$ cat src/rtl/enemy_spawner.sv
// Enemy spawner: counts enemies on the level grid, then places new ones on random air cells.
module enemy_spawner #(
    parameter int unsigned GRID_W      = 40,
    parameter int unsigned GRID_H      = 30,
    parameter int unsigned MAX_ENEMIES = 8,
    parameter int unsigned MAX_TRIES   = 64,
    parameter logic [15:0] LFSR_SEED   = 16'hACE1
) (
    input  logic       clock,
    input  logic       reset,
    input  logic       start,
    output logic       done,
    input  logic [5:0] player_x,
    input  logic [4:0] player_y,
    output logic [5:0] grid_x,
    output logic [4:0] grid_y,
    input  logic [2:0] grid_out,
    output logic       grid_write,
    output logic [2:0] grid_in,
    output logic [5:0] enemy_count,
    output logic [5:0] spawned_count
);

    localparam logic [2:0]  CELL_AIR   = 3'd0;
    localparam logic [2:0]  CELL_ENEMY = 3'd4;
    localparam logic [15:0] LFSR_MASK  = 16'hB400;
    localparam logic [5:0]  LAST_X     = 6'(GRID_W - 1);
    localparam logic [4:0]  LAST_Y     = 5'(GRID_H - 1);
    localparam logic [5:0]  COUNT_MAX  = 6'd63;

    typedef enum logic [3:0] {
        IDLE, SCAN_A, SCAN_W, SCAN_R, CHECK, PICK,
        PROBE_A, PROBE_W, PROBE_R, WRITE, DONE
    } state_t;

    state_t      state, state_nxt;
    logic [15:0] lfsr;
    logic [5:0]  scan_x, scan_x_nxt, cx, cx_nxt;
    logic [4:0]  scan_y, scan_y_nxt, cy, cy_nxt;
    logic [6:0]  tries, tries_nxt;
    logic [5:0]  enemy_count_nxt, spawned_count_nxt;
    logic [5:0]  grid_x_nxt;
    logic [4:0]  grid_y_nxt;
    logic [2:0]  grid_in_nxt;
    logic        grid_write_nxt, done_nxt;

    logic [5:0]  cand_x;
    logic [4:0]  cand_y;
    logic        reject;
    logic        scan_last;

    assign cand_x    = lfsr[5:0];
    assign cand_y    = lfsr[12:8];
    assign reject    = ({1'b0, cand_x} >= 7'(GRID_W)) || ({1'b0, cand_y} >= 6'(GRID_H))
                       || ((cand_x == player_x) && (cand_y == player_y));
    assign scan_last = (scan_x == LAST_X) && (scan_y == LAST_Y);

    // State register
    always_ff @(posedge clock) begin
        if (reset) state <= IDLE;
        else       state <= state_nxt;
    end

    // Next-state logic
    always_comb begin
        state_nxt = state;
        case (state)
            IDLE:    if (start) state_nxt = SCAN_A;
            SCAN_A:  state_nxt = SCAN_W;
            SCAN_W:  state_nxt = SCAN_R;
            SCAN_R:  state_nxt = scan_last ? CHECK : SCAN_A;
            CHECK:   state_nxt = ((enemy_count >= 6'(MAX_ENEMIES)) || (tries == 7'(MAX_TRIES)))
                                 ? DONE : PICK;
            PICK:    state_nxt = reject ? CHECK : PROBE_A;
            PROBE_A: state_nxt = PROBE_W;
            PROBE_W: state_nxt = PROBE_R;
            PROBE_R: state_nxt = (grid_out == CELL_AIR) ? WRITE : CHECK;
            WRITE:   state_nxt = CHECK;
            DONE:    state_nxt = IDLE;
            default: state_nxt = IDLE;
        endcase
    end

    // Next values for datapath registers and registered outputs
    always_comb begin
        scan_x_nxt        = scan_x;
        scan_y_nxt        = scan_y;
        cx_nxt            = cx;
        cy_nxt            = cy;
        tries_nxt         = tries;
        enemy_count_nxt   = enemy_count;
        spawned_count_nxt = spawned_count;
        grid_x_nxt        = grid_x;
        grid_y_nxt        = grid_y;
        grid_in_nxt       = grid_in;
        grid_write_nxt    = (state_nxt == WRITE);
        done_nxt          = (state_nxt == DONE);
        case (state)
            IDLE: begin
                if (start) begin
                    scan_x_nxt        = 6'd0;
                    scan_y_nxt        = 5'd0;
                    tries_nxt         = 7'd0;
                    enemy_count_nxt   = 6'd0;
                    spawned_count_nxt = 6'd0;
                end
            end
            SCAN_A: begin
                grid_x_nxt = scan_x;
                grid_y_nxt = scan_y;
            end
            SCAN_R: begin
                if ((grid_out == CELL_ENEMY) && (enemy_count != COUNT_MAX))
                    enemy_count_nxt = enemy_count + 6'd1;
                if (scan_x == LAST_X) begin
                    scan_x_nxt = 6'd0;
                    scan_y_nxt = scan_y + 5'd1;
                end else begin
                    scan_x_nxt = scan_x + 6'd1;
                end
            end
            PICK: begin
                tries_nxt = tries + 7'd1;
                if (!reject) begin
                    cx_nxt = cand_x;
                    cy_nxt = cand_y;
                end
            end
            PROBE_A: begin
                grid_x_nxt = cx;
                grid_y_nxt = cy;
            end
            WRITE: begin
                if (enemy_count != COUNT_MAX)   enemy_count_nxt   = enemy_count + 6'd1;
                if (spawned_count != COUNT_MAX) spawned_count_nxt = spawned_count + 6'd1;
            end
            default: ;
        endcase
        if (state_nxt == WRITE) grid_in_nxt = CELL_ENEMY;
    end

    // Datapath, LFSR and output registers
    always_ff @(posedge clock) begin
        if (reset) begin
            lfsr          <= LFSR_SEED;
            scan_x        <= 6'd0;
            scan_y        <= 5'd0;
            cx            <= 6'd0;
            cy            <= 5'd0;
            tries         <= 7'd0;
            enemy_count   <= 6'd0;
            spawned_count <= 6'd0;
            grid_x        <= 6'd0;
            grid_y        <= 5'd0;
            grid_in       <= 3'd0;
            grid_write    <= 1'b0;
            done          <= 1'b0;
        end else begin
            lfsr          <= lfsr[0] ? ((lfsr >> 1) ^ LFSR_MASK) : (lfsr >> 1);
            scan_x        <= scan_x_nxt;
            scan_y        <= scan_y_nxt;
            cx            <= cx_nxt;
            cy            <= cy_nxt;
            tries         <= tries_nxt;
            enemy_count   <= enemy_count_nxt;
            spawned_count <= spawned_count_nxt;
            grid_x        <= grid_x_nxt;
            grid_y        <= grid_y_nxt;
            grid_in       <= grid_in_nxt;
            grid_write    <= grid_write_nxt;
            done          <= done_nxt;
        end
    end

endmodule
$ cat config.mk
export PLATFORM = sky130hd
export DESIGN_NAME = enemy_spawner
export DESIGN_NICKNAME = d
export VERILOG_FILES = /design/src/rtl/enemy_spawner.sv
export SDC_FILE = /design/constraint.sdc
export NUM_CORES = 1
export LEC_CHECK = 0
export BUFFER_PORTS_ARGS = -buffer_cell sky130_fd_sc_hd__buf_4
export CAP_MARGIN = 40
export CORE_MARGIN = 5
export CORE_UTILIZATION = 45
export DETAILED_ROUTE_END_ITERATION = 16
export GPL_TIMING_DRIVEN = 0
export PLACE_DENSITY = 0.76
export RECOVER_POWER = 50
export SYNTH_ARGS = -nofsm -noshare
export SYNTH_HDL_FRONTEND = slang
export SYNTH_SLANG_ARGS = --single-unit
$ cat constraint.sdc
create_clock -name clock -period 1.7 [get_ports clock]
set_input_delay 0.17 -clock clock [delete_from_list [all_inputs] [get_ports clock]]
set_output_delay 0.17 -clock clock [all_outputs]
set_load 0.02 [all_outputs]
==> run metrics <==
largest net degree at the start of global routing 15; DR WL met2 4030 um; CP Capture Type flip-flop; synthesized area 3510 um2; CTS sink cnt 75; max layer used met4; hold buffer count at cts 0; share of power burned in registers 49.2%; Antenna Cells 0; via count normalized by instance count 5.34; highest-count cells in the layout ignoring fill and taps 60 x dfxtp_1, 43 x nor2_1, 36 x clkbuf_1; RR Endpoint done; leading area contributor after synthesis dfxtp_1; maximum clock frequency 579 MHz; cell types with the largest area share after synthesis dfxtp_1 43%, mux2i_1 6.6%, nor2_1 4.9%; kind of launch point of the worst setup path flip-flop; Distinct cells, synth 53; most common library cell in the layout ignoring fill and taps dfxtp_1; P_int 2.70 mW; number of flops mapped to enable cells by yosys 0; Die W 98.3 um; share of total power in combinational logic 12.9%; number of nets still failing antenna checks after routing 0; Cell Count Post-Placement 528; violated checks negative setup slack; initial antenna violation count 0; max-slew violations 0; final wirelength 8340 um; H-tree depth reported by CTS 3; clock-pin slew on the worst setup and hold paths 80 ps; DR iter-0 viols 184; Starting Density 45.9%; Worst Clk Skew 9.61 ps; max-cap check violation count 0; routed metal-1 wire length 3590 um; leakage power of the design 1.66 nW; maximum buffer depth of the clock tree 2; global-route wire length before repair 13300 um; setup repair after global routing missed its margin true; Num CTS Buffers 9; Relative slew margins 61.0%; num ports 45; final number of setup-violating endpoints 1; type of the worst setup path flip-flop to flip-flop; detailed-routed wire length on met3 608 um; run status finished with violations; final worst-path setup slack -27.5 ps; time the final worst path needs with I/O delays and setup 1730 ps; flops & latches, synth 75; number of global-route vias before repair 2894; detailed-placement wirelength estimate 5710 um; worst IR drop on VDD 0.000555 V; chip height 98.3 um; biggest fanout along the worst timing path 3; switching power as a share of total power 27.3%; crit share post-route 102%; die area 9670 um2; floorplan row count 32; power density relative to cell area 857 nW/um2; Worst Setup EP done; launching instance or port of the critical path tries[5]; Clock Power Share 37.9%; Register-to-Register Setup Slack -30 ps; final weighted congestion of routability-driven global placement 0.857; layout net count 473; master cell of the clock root buffer clkbuf_8; number of buffer cells added on primary ports 42; area taken by multi-input logic gates 2000 um2; overall overflow remaining after global route 0; number of non-filler instances in the completed layout 555; vias after detailed routing 2961; clock tree from TritonCTS built; most used flip-flop cell after synthesis dfxtp_1; CP Data Arrival Time 2020 ps; clock latency reported for the late side of the worst-skew pair 360 ps; sequential standard cell area 1530 um2; final standard cell area without fillers 4330 um2; source of the worst hold timing path start; share of layout cells above drive strength 1 23.6%; sum of internal, switching and leakage power 3.71 mW; count of TritonRoute iterations in the first routing pass 4; final-layout fill cell count 695; dpl cell area 3960 um2; Data required, critical path 1990 ps; post-synthesis to final-layout area growth 23.2%; mean post-synth cell area 9.17 um2; Core Box Area 7650 um2; Net Switching 1.01 mW; Synth warnings 0; worst reg2reg startpoint tries[5]; average wire length per cell after detail routing 15.0 um; path class of the lowest-slack min-delay path input pin to flip-flop; Worst Tran Pin Value 582 ps; fraction of post-synthesis cell area in the top cell type by area 42.8%; overall routing resource usage 16.6%; depth of the worst register-to-register path 5; fraction of the yosys area taken by sequential cells 42.8%; DRC errors left 0; number of instances in the synthesized netlist 383; final hold vios 0; Synth async-reset ratio 0%
## registers in the layout, summed over array words and instances, names as in the netlist, 5 cells and up
signal and cells:
grid_y 5, grid_x 6, enemy_count 6, spawned_count 6, scan_x 6, tries 7, lfsr 16, cy 5
scan_y 5, cx 6
## power by group through the flow
stage / sequential, mW / clock (mW) / combinational (mW)
2_1_floorplan: 1.85 / 0 / 0.291
3_3_place_gp: 1.86 / 0 / 0.386
3_5_place_dp: 1.86 / 0 / 0.397
4_1_cts: 1.82 / 1.43 / 0.423
5_1_grt: 1.83 / 1.52 / 0.516
6_report: 1.82 / 1.41 / 0.480
## critical path: stages (launching register included)
cell and delay [ps]:
dfxtp_2 340, or4_4 540, o21ai_4 220, nand3b_1 130, a21oi_1 230, o2111a_1 220
## final cells by class
class | count | area share (%)
Clock inverter | 6 | 1.65
Buffer | 19 | 2.98
Sequential cell | 75 | 35.4
Timing Repair Buffer | 56 | 7.29
Tap cell | 102 | 2.95
Clock buffer | 10 | 2.95
Inverter | 7 | 0.607
Multi-Input combinational cell | 280 | 46.2
## cell families after synthesis
group                      count (synthesis)  share of synthesized area, %
adders and majority gates                  8                          2.85
DFF                                       75                          42.8
buffers and inverters                     29                          4.17
xor gates and xnor gates                  21                          5.24
muxes                                     33                          9.76
other                                      1                         0.107
AOI/OAI and AO/OA                         56                          10.5
and+or+nand+nor                          160                          24.6
## metrics by stage
| step | utilization, % | hold WS (ps) | setup TNS (ps) | worst slack, ps |
|---|---|---|---|---|
| after floorplan | - | 389 | 0 | 70.7 |
| after global placement | 51.8 | 396 | -1030 | -135 |
| after detailed placement | 51.8 | 399 | -1690 | -211 |
| after CTS | 55.3 | 216 | -9.40 | -9.40 |
| after global routing | 56.6 | 348 | -311 | -75.2 |
| final | 56.6 | 323 | -27.5 | -27.5 |
## Yosys cell counts (5+ instances only)
cell	instances
a211oi_1	13
a21oi_1	17
buf_2	6
clkbuf_1	10
dfxtp_1	75
ha_1	8
inv_1	7
mux2_1	6
mux2i_1	23
nand2_1	17
nand2b_1	17
nand3_1	15
nand4_1	8
nor2_1	46
nor2b_1	19
nor3_1	5
o21ai_0	9
or2_2	6
xnor2_1	7
xor2_1	14
## metal layers
layer	vias to the layer above	GRT usage [%]
li1	1458	-
met1	1392	20.4
met2	96	27.8
met3	15	5.64
met4	0	4.62
met5	-	0
## how the worst min path moves through the flow
stage               slack [ps]             end  depth (start not counted)
global route               350  enemy_count[4]                          4
CTS                        220  enemy_count[3]                          4
global placement           400         lfsr[5]                          1
finish                     320  enemy_count[4]                          4
detailed placement         400         lfsr[5]                          1
floorplan                  390         lfsr[5]                          1
## timing repair
action | CTS | global route
buffers inserted | 2 | 10
hold endpoints to repair | 0 | 0
setup endpoints to repair | 33 | 26
resized for setup | 21 | 40
gates cloned | 0 | 2
pin swaps | 6 | 13
(Power assumes the default switching activity.)
